--- src/rtl/mem_pkg.sv ---
// -----------------------------------------------------------------------------
// mem_pkg
// Definitions shared by the LPDDR2 bridge and its read buffer.
//   state_t          bridge FSM states (INIT, IDLE, WR, RD, RWAIT, DONE)
//   LPDDR2_ADDR_W    word address width of the memory master
//   LPDDR2_DATA_W    data word width
//   DEFAULT_TIMEOUT  cycles without a controller response before err is raised
//   is_busy()        true in the states where a controller transaction is open
// -----------------------------------------------------------------------------
package mem_pkg;

    localparam int LPDDR2_ADDR_W   = 27;
    localparam int LPDDR2_DATA_W   = 32;
    localparam int DEFAULT_TIMEOUT = 1024;

    typedef enum logic [2:0] {
        INIT,
        IDLE,
        WR,
        RD,
        RWAIT,
        DONE
    } state_t;

    // States in which the timeout counter runs.
    function automatic logic is_busy(input state_t s);
        return (s == WR) || (s == RD) || (s == RWAIT);
    endfunction

endpackage

--- src/rtl/read_buffer.sv ---
// -----------------------------------------------------------------------------
// read_buffer
// One-entry read buffer: a single address/data/valid register that lets the
// bridge answer a repeated read without touching DRAM.
//   clk, rst      clock, asynchronous active-low reset (invalidates the entry)
//   lookup_addr   address to compare against the stored entry
//   hit           entry valid and its address equals lookup_addr
//   buf_data      stored data word
//   fill_*        load a complete new entry (read completion)
//   wt_*          write-through: update the data only if wt_addr is the
//                 address currently held
// -----------------------------------------------------------------------------
module read_buffer
    import mem_pkg::*;
#(
    parameter int ADDR_W = LPDDR2_ADDR_W,
    parameter int DATA_W = LPDDR2_DATA_W
) (
    input  logic              clk,
    input  logic              rst,
    input  logic [ADDR_W-1:0] lookup_addr,
    output logic              hit,
    output logic [DATA_W-1:0] buf_data,
    input  logic              fill_en,
    input  logic [ADDR_W-1:0] fill_addr,
    input  logic [DATA_W-1:0] fill_data,
    input  logic              wt_en,
    input  logic [ADDR_W-1:0] wt_addr,
    input  logic [DATA_W-1:0] wt_data
);

    logic              valid_q;
    logic [ADDR_W-1:0] addr_q;
    logic [DATA_W-1:0] data_q;

    // NOTE: only valid_q has to be cleared for correctness; address and data
    // are reset too because the entry is a single word and it keeps
    // read_data/hit free of X after reset.
    always_ff @(posedge clk or negedge rst) begin
        if (!rst) begin
            valid_q <= 1'b0;
            addr_q  <= '0;
            data_q  <= '0;
        end else begin
            if (fill_en) begin
                valid_q <= 1'b1;
                addr_q  <= fill_addr;
                data_q  <= fill_data;
            end else if (wt_en && valid_q && (addr_q == wt_addr)) begin
                data_q <= wt_data;
            end
        end
    end

    assign hit      = valid_q && (addr_q == lookup_addr);
    assign buf_data = data_q;

endmodule

--- src/rtl/lpddr2_bridge.sv ---
// -----------------------------------------------------------------------------
// lpddr2_bridge
// Turns the memory master's level-style read/write requests into handshaked
// Avalon-MM transactions for the LPDDR2 controller, returns read data and a
// stall to the CPU, and serves repeated reads of the same word from a
// one-entry write-through buffer.
//   clk, rst          clock, asynchronous active-low reset
//   address           word address from the memory master
//   write_data        store data
//   read_req          read request (level)
//   write_req         write request (level, wins over read_req)
//   read_data         read result (buffer hit: combinational from the buffer)
//   stall             CPU must hold its state while high
//   err               sticky controller timeout flag
//   avl_ready         controller calibration done (only consulted in INIT)
//   avl_addr/avl_wdata/avl_read/avl_write/avl_be   Avalon master outputs
//   avl_waitrequest/avl_rdata/avl_rdata_valid      Avalon master inputs
// -----------------------------------------------------------------------------
module lpddr2_bridge
    import mem_pkg::*;
#(
    parameter int ADDR_W  = LPDDR2_ADDR_W,
    parameter int DATA_W  = LPDDR2_DATA_W,
    parameter int TIMEOUT = DEFAULT_TIMEOUT
) (
    input  logic                clk,
    input  logic                rst,
    input  logic [ADDR_W-1:0]   address,
    input  logic [DATA_W-1:0]   write_data,
    input  logic                read_req,
    input  logic                write_req,
    output logic [DATA_W-1:0]   read_data,
    output logic                stall,
    output logic                err,
    input  logic                avl_ready,
    output logic [ADDR_W-1:0]   avl_addr,
    output logic [DATA_W-1:0]   avl_wdata,
    output logic                avl_read,
    output logic                avl_write,
    output logic [DATA_W/8-1:0] avl_be,
    input  logic                avl_waitrequest,
    input  logic [DATA_W-1:0]   avl_rdata,
    input  logic                avl_rdata_valid
);

    localparam int               CNT_W    = $clog2(TIMEOUT + 1);
    localparam logic [CNT_W-1:0] CNT_LAST = CNT_W'(TIMEOUT - 1);

    state_t            state_q, state_d;
    logic [CNT_W-1:0]  tmo_cnt_q;
    logic [DATA_W-1:0] read_data_q;
    logic [ADDR_W-1:0] avl_addr_q;
    logic [DATA_W-1:0] avl_wdata_q;
    logic              avl_read_q;
    logic              avl_write_q;
    logic              err_q;

    logic              buf_hit;
    logic [DATA_W-1:0] buf_data;

    logic              start_wr;
    logic              start_rd;
    logic              wr_done;
    logic              rd_capture;
    logic              timeout_hit;
    logic              tmo_expired;

    // Last busy cycle before the transaction is abandoned; a completion that
    // lands in that same cycle still wins.
    assign tmo_expired = (tmo_cnt_q == CNT_LAST);

    // NOTE: every signal written here gets a default first, so no path through
    // the case can leave one unassigned and infer a latch.
    always_comb begin
        state_d     = state_q;
        stall       = 1'b0;
        start_wr    = 1'b0;
        start_rd    = 1'b0;
        wr_done     = 1'b0;
        rd_capture  = 1'b0;
        timeout_hit = 1'b0;

        case (state_q)
            INIT: begin
                stall = read_req | write_req;
                if (avl_ready) begin
                    state_d = IDLE;
                end
            end

            IDLE: begin
                stall = write_req | (read_req & ~buf_hit);
                if (write_req) begin
                    start_wr = 1'b1;
                    state_d  = WR;
                end else if (read_req && !buf_hit) begin
                    start_rd = 1'b1;
                    state_d  = RD;
                end
            end

            WR: begin
                stall = 1'b1;
                if (!avl_waitrequest) begin
                    wr_done = 1'b1;
                    state_d = DONE;
                end else if (tmo_expired) begin
                    timeout_hit = 1'b1;
                    state_d     = DONE;
                end
            end

            RD: begin
                stall = 1'b1;
                if (!avl_waitrequest) begin
                    // Controllers with zero read latency return data in the
                    // accept cycle; skip RWAIT in that case.
                    if (avl_rdata_valid) begin
                        rd_capture = 1'b1;
                        state_d    = DONE;
                    end else begin
                        state_d = RWAIT;
                    end
                end else if (tmo_expired) begin
                    timeout_hit = 1'b1;
                    state_d     = DONE;
                end
            end

            RWAIT: begin
                stall = 1'b1;
                if (avl_rdata_valid) begin
                    rd_capture = 1'b1;
                    state_d    = DONE;
                end else if (tmo_expired) begin
                    timeout_hit = 1'b1;
                    state_d     = DONE;
                end
            end

            DONE: begin
                // The CPU advances on this edge; any request seen now is the
                // old one and is ignored.
                state_d = IDLE;
            end

            default: begin
                state_d = INIT;
            end
        endcase
    end

    // NOTE: state is updated with non-blocking assignments so every register
    // samples the values from before the edge, independent of statement order.
    always_ff @(posedge clk or negedge rst) begin
        if (!rst) begin
            state_q     <= INIT;
            tmo_cnt_q   <= '0;
            read_data_q <= '0;
            avl_addr_q  <= '0;
            avl_wdata_q <= '0;
            avl_read_q  <= 1'b0;
            avl_write_q <= 1'b0;
            err_q       <= 1'b0;
        end else begin
            state_q <= state_d;

            // Strobes are high exactly while the FSM sits in the state that
            // owns them, which also drops them on accept and on timeout.
            avl_read_q  <= (state_d == RD);
            avl_write_q <= (state_d == WR);

            if (start_wr) begin
                avl_addr_q  <= address;
                avl_wdata_q <= write_data;
            end else if (start_rd) begin
                avl_addr_q <= address;
            end

            // Counts the whole WR / RD+RWAIT span, cleared on leaving it.
            if (is_busy(state_q) && is_busy(state_d)) begin
                tmo_cnt_q <= tmo_cnt_q + CNT_W'(1);
            end else begin
                tmo_cnt_q <= '0;
            end

            if (timeout_hit) begin
                err_q       <= 1'b1;
                read_data_q <= '1;
            end else if (rd_capture) begin
                read_data_q <= avl_rdata;
            end
        end
    end

    read_buffer #(
        .ADDR_W (ADDR_W),
        .DATA_W (DATA_W)
    ) u_read_buffer (
        .clk         (clk),
        .rst         (rst),
        .lookup_addr (address),
        .hit         (buf_hit),
        .buf_data    (buf_data),
        .fill_en     (rd_capture),
        .fill_addr   (avl_addr_q),
        .fill_data   (avl_rdata),
        .wt_en       (wr_done),
        .wt_addr     (avl_addr_q),
        .wt_data     (avl_wdata_q)
    );

    // A hit in IDLE is answered in the same cycle, straight from the buffer.
    assign read_data = ((state_q == IDLE) && read_req && buf_hit) ? buf_data : read_data_q;
    assign err       = err_q;
    assign avl_addr  = avl_addr_q;
    assign avl_wdata = avl_wdata_q;
    assign avl_read  = avl_read_q;
    assign avl_write = avl_write_q;
    assign avl_be    = '1;

endmodule

--- config.mk ---
export PLATFORM = sky130hd
export DESIGN_NAME = lpddr2_bridge
export DESIGN_NICKNAME = d
export VERILOG_FILES = /design/src/rtl/mem_pkg.sv /design/src/rtl/read_buffer.sv /design/src/rtl/lpddr2_bridge.sv
export SDC_FILE = /design/constraint.sdc
export NUM_CORES = 1
export LEC_CHECK = 0
export CORE_MARGIN = 2
export CORE_UTILIZATION = 40
export DETAILED_ROUTE_END_ITERATION = 8
export PLACE_DENSITY = 0.68
export SLEW_MARGIN = 15
export SYNTH_ARGS = -nofsm -noshare
export SYNTH_HDL_FRONTEND = slang
export SYNTH_SLANG_ARGS = --single-unit
--- constraint.sdc ---
create_clock -name clk -period 4.75 [get_ports clk]
set_clock_uncertainty 0.05 [all_clocks]
set_input_delay 0.95 -clock clk [delete_from_list [all_inputs] [get_ports clk]]
set_output_delay 0.95 -clock clk [all_outputs]
set_load 0.02 [all_outputs]
======== Word-level counts from Yosys, hierarchy flattened ========
Cells that the tools add are included.
storage, ports and cells
  input bits .............................. 98
  logic and storage cells ................. 77
  flip-flop bits (word level) ............. 168
  output and inout bits ................... 99
cells by class
  $add $sub $neg .......................... 1
  equality and inequality tests ........... 11
  bitwise operators ....................... 4
  muxes and demuxes ....................... 32
  reduce and logical (&&, ||, !) cells .... 18
operator list
  operator                                          count
  2-to-1 mux 32 bit                                 5
  == test 27 bit                                    2
  2-to-1 mux 27 bit                                 2
  2-to-1 mux 3 bit                                  7
  case mux 3 bit (6 select lines)                   1
  2-to-1 mux 1 bit                                  13
  == test 3 x 2 -> 1 bit (second input constant)    4
  adder 11 x 1 -> 11 bit (second input constant)    1
  == test 11 x 10 -> 1 bit (second input constant)  1
  2-to-1 mux 11 bit                                 1
  == test 3 bit (second input constant)             3
  logical AND 1 bit                                 7
  nonzero test 2 bit                                3
  logical OR 1 bit                                  4
  case mux 1 bit (2 select lines)                   2
  == test 3 x 1 -> 1 bit (second input constant)    1
  zero test 3 bit                                   1
  case mux 1 bit (3 select lines)                   1
  OR reduction 3 bit                                1
  OR 1 bit                                          2
  OR reduction 2 bit                                1
  AND 1 bit                                         1
  zero test 1 bit                                   1
  NOT 1 bit                                         1

======== Logic depth before layout (Yosys ltp) ========
  depth in word-level cells ............... 12
  depth in mapped cells ................... 8
  gate-level depth less buffers ........... 6

======== Hierarchy ========
From an unflattened synthesis, not the netlist that was laid out.
unflattened totals
  cells, all modules ...................... 643
  area total of the unflattened synthesis .. 7906.3 um^2
by module, submodules not included
  module         seq. area each (um^2)  instances  cells each  area an instance (um^2)
  lpddr2_bridge  2702.6                 1          403         4834.6
  read_buffer    1501.4                 1          240         3071.7

======== Least setup slack after synthesis ========
Ideal clock, no wire load.
  path kind ............................... input to output
  start point ............................. input port address[17]
  end point ............................... output port read_data[12]
  slack ................................... 1.432 ns
  buffers on the path ..................... 1
  data required time ...................... 3.750 ns
  stages on the path ...................... 6
  arrival ................................. 2.318 ns
  cell sequence ........................... xnor2_1 -> nand4_1 -> nor4_2 -> nand4_2 -> buf_6 -> mux2_4
between the ends
  longest elaborated chain between the ends .. 4
ends and longest elaborated chain
  item               RTL line              text
  start, declared    lpddr2_bridge.sv:28   input logic [ADDR_W-1:0] address,
  == test 27 bit     read_buffer.sv:55     assign hit = valid_q && (addr_q == lookup_addr);
  logical AND 1 bit  read_buffer.sv:55
  logical AND 1 bit  lpddr2_bridge.sv:214  assign read_data = ((state_q == IDLE) && read_req && buf_hit) ? buf_data : read_data_q;
  2-to-1 mux 32 bit  lpddr2_bridge.sv:214
  end, declared      lpddr2_bridge.sv:32   output logic [DATA_W-1:0] read_data,
No other way between the ends.

======== Worst setup path in the final report ========
  start point ............................. input port address[8]
  end point ............................... output port read_data[12]
Same word-level chain as after synthesis.

==> results by group <==
Timing
  • Final setup viols: 0
  • Final period util: 95.4%
  • Tightest Pin Transition: 1.02 ns
  • Fin Setup TNS: 0 ns
  • Tmin final: 4.53 ns
  • Max Fclk: 0.221 GHz
  • Max Slew Vio Count: 0
  • Relative slew margins: 32.0%
  • RSZ-0062 raised after global routing: no
  • Hold Violations, Final: 0

Global route
  • First-pass GRT wire length: 32300 microns
  • GRT Max-Usage Layer: met2
  • GR Layer Usage met3: 5.28%
  • Largest net degree at the start of global routing: 108
  • Initial antenna violation count: 1
  • Met1 usage: 26.1%
  • Met2 Track Usage GR: 29.8%
  • Vias in the first global route: 5907
  • GRT Overall Usage: 19.1%
  • Grt total ovfl: 0

Placed design
  • Hpwl dp: 13500 microns
  • Buffers added on ports: 192
  • RePlAce Congestion: 0.798

Critical path
  • Delay-heaviest family, CP: buffers and inverters
  • Worst-path cell chain: clkdlybuf4s50_1, xnor2_1, nand4_1, nor4_2, nand4_2, buf_12, mux2_4, clkdlybuf4s50_1
  • Arrival time at the worst endpoint: 3.53 ns
  • Buf/Inv on CP: 3
  • Worst stage delay on the critical path: 0.54 ns
  • CP endpoint kind: primary output
  • Worst Path Required: 3.75 ns
  • Cell mode on critical path: clkdlybuf4s50_1
  • CP max stage cell: clkdlybuf4s50_1
  • Type of the worst setup path: in -> out
  • CP Launch Type: input pin
  • Slack of the worst reg-to-reg path: 2.11 ns
  • Worst-path fanout max: 32

Yosys
  • Yosys synthesis warning count: 0
  • Yosys reg bits: 168
  • Post-synthesis sequential area ratio: 52.8%
  • Post-synth ARST share: 100%
  • Gate Count Post-Synth: 730
  • Synth cell types: 47
  • Number of enable flip-flop cells after synthesis: 0
  • Post-synthesis cell area: 0.00796 sq mm
  • Primary FF master, synth: dfrtp_1
  • Syn_area_per_cell: 10.9 sq um

Floorplan
  • Die width: 145 microns
  • Starting Density: 40.8%
  • Core area: 0.0195 sq mm
  • IO Pins: 197
  • DIE AREA: 0.0210 sq mm
  • Row Count: 51
  • Die height: 145 microns

Layout
  • Layout cells sized above 1: 19.0%
  • Final Util: 54.6%
  • Fillers: 1756
  • Final Net Count: 1011
  • Most frequent cells in the layout: nand2_1, clkdlybuf4s50_1, dfrtp_1
  • Most common cell after layout, fill and taps aside: nand2_1
  • Area growth from synthesis to layout: 33.9%

Clock tree
  • CTS tree: done
  • Clk pin slew, worst setup/hold paths: 0.07 ns
  • H-tree lvl count: 4
  • Worst-Skew Late Latency: 0.42 ns
  • Cts bufs inserted: 17
  • Hold buffers post-CTS: 0
  • Setup repair bufs after CTS: 0
  • Clock sink count: 168
  • Clock Root Buffer: clkbuf_16
  • Longest Clk Path Bufs: 2
  • Post_cts resized: 0

Route
  • Routed Antenna Nets: 0
  • First-pass iteration count of the detailed router: 5
  • Routed via count: 5834
  • DR vias/cell: 4.90
  • DRT iter0 DRCs: 301
  • # DRC: 0
  • WL/cell: 16.7 microns
  • Routed WL: 19900 microns

Pwr
  • Leakage: 4.82 nW
  • Power Density: 671 mW/mm^2
  • Max IR drop VDD: 332 uV

Job
  • Max_cap viols: 0

Outcome
  • Outcome: finished, final reports clean

Min path
  • Hold Path Class: reg -> reg
-- through the flow --
| stage | total power [mW] | hold WS (ns) | instances | instance area, sq um | setup WS, ns |
|---|---|---|---|---|---|
| after floorplan | 4.57 | 0.398 | 733 | 7970 | 1.43 |
| after global placement | 5.83 | 0.398 | 1158 | 10100 | 0.252 |
| after detailed placement | 5.88 | 0.418 | 1158 | 10100 | 0.214 |
| after CTS | 7.23 | 0.438 | 1190 | 10700 | 0.210 |
| after global routing | 7.61 | 0.459 | 1191 | 10700 | 0.0583 |
| final | 7.15 | 0.426 | 1191 | 10700 | 0.219 |
-- layout make-up --
class	instances	area, sq um	area share [%]
clock buffer	17	425	3.99
antenna	1	2.50	0.0235
multi-input combinational	522	3530	33.1
sequential	168	4200	39.5
timing repair buffer	202	2020	19.0
tap	265	332	3.11
inverter	1	3.75	0.0352
clock inverter	15	135	1.27
-- layer usage --
layer,vias up,part of all wire (%)
li1,2825,-
met4,0,1.0
met1,2851,47
met2,144,47
met3,14,5.3
met5,-,0
-- state kept, by name, indices dropped and copies added (netlist names) --
signal and flops:
u_read_buffer.addr_q 27, err 1, avl_wdata 32, avl_read 1
state_q 3, u_read_buffer.buf_data 32, avl_addr 27, avl_write 1
read_data_q 32, tmo_cnt_q 11, u_read_buffer.valid_q 1
-- cells in the mapped netlist, types with 2 or more instances --
cell | instances | area share [%]
buf_6 | 6 | 0.85
xor2_1 | 30 | 3.3
nand4_1 | 13 | 1.0
buf_2 | 15 | 0.94
dfrtp_1 | 168 | 53
mux2_4 | 7 | 1.3
nor4_1 | 8 | 0.63
nor3b_1 | 3 | 0.28
o31ai_1 | 2 | 0.19
xnor2_1 | 34 | 3.7
nand2_1 | 217 | 10
mux2_2 | 115 | 16
nor3_1 | 3 | 0.19
a21oi_1 | 10 | 0.63
clkbuf_1 | 11 | 0.52
buf_1 | 3 | 0.14
nand2b_1 | 4 | 0.31
nand3_1 | 38 | 2.4
nor2_1 | 5 | 0.24
o21ai_0 | 4 | 0.25
buf_4 | 7 | 0.66
nor2b_1 | 2 | 0.16
-- path summary, 6_finish.rpt --
check / startpoint / cells after the start / endpoint
worst min register to register: err / 1 / err
worst min-delay path: err / 1 / err
max in group asynchronous: rst / 2 / avl_addr[10]
worst max-delay path: address[8] / 8 / read_data[12]
min in group asynchronous: rst / 1 / avl_wdata[24]
worst max register to register: state_q[1] / 5 / tmo_cnt_q[10]
-- kinds of logic (layout without fill, tap and decap cells) --
kind of cell	Yosys count	count (layout)	synth area share [%]
and+or+nand+nor	302	302	16.5
DFF	168	168	52.8
adders and majority gates	1	1	0.157
muxes	123	123	17.7
xor gates and xnor gates	64	64	7.04
other	1	5	0.0471
AOI/OAI and AO/OA	28	28	2.55
buffers and inverters	43	235	3.16
-- worst reg2reg max path, cell delays in order, from the launching register on --
cell and delay, ns:
dfrtp_1 0.55, nor4bb_1 0.61, o21a_2 0.25, o41ai_2 0.10, a32oi_1 0.72, a22oi_1 0.21
-- power by group --
group / leakage, nW / internal [mW] / switching, mW / total (mW)
Combinational: 2.48 / 1.67 / 1.52 / 3.19
Sequential: 2.08 / 2.08 / 0.564 / 2.64
Clock: 0.264 / 0.689 / 0.634 / 1.32
Total: 4.82 / 4.43 / 2.72 / 7.15
No activity file was read; power rests on OpenSTA's default activity.
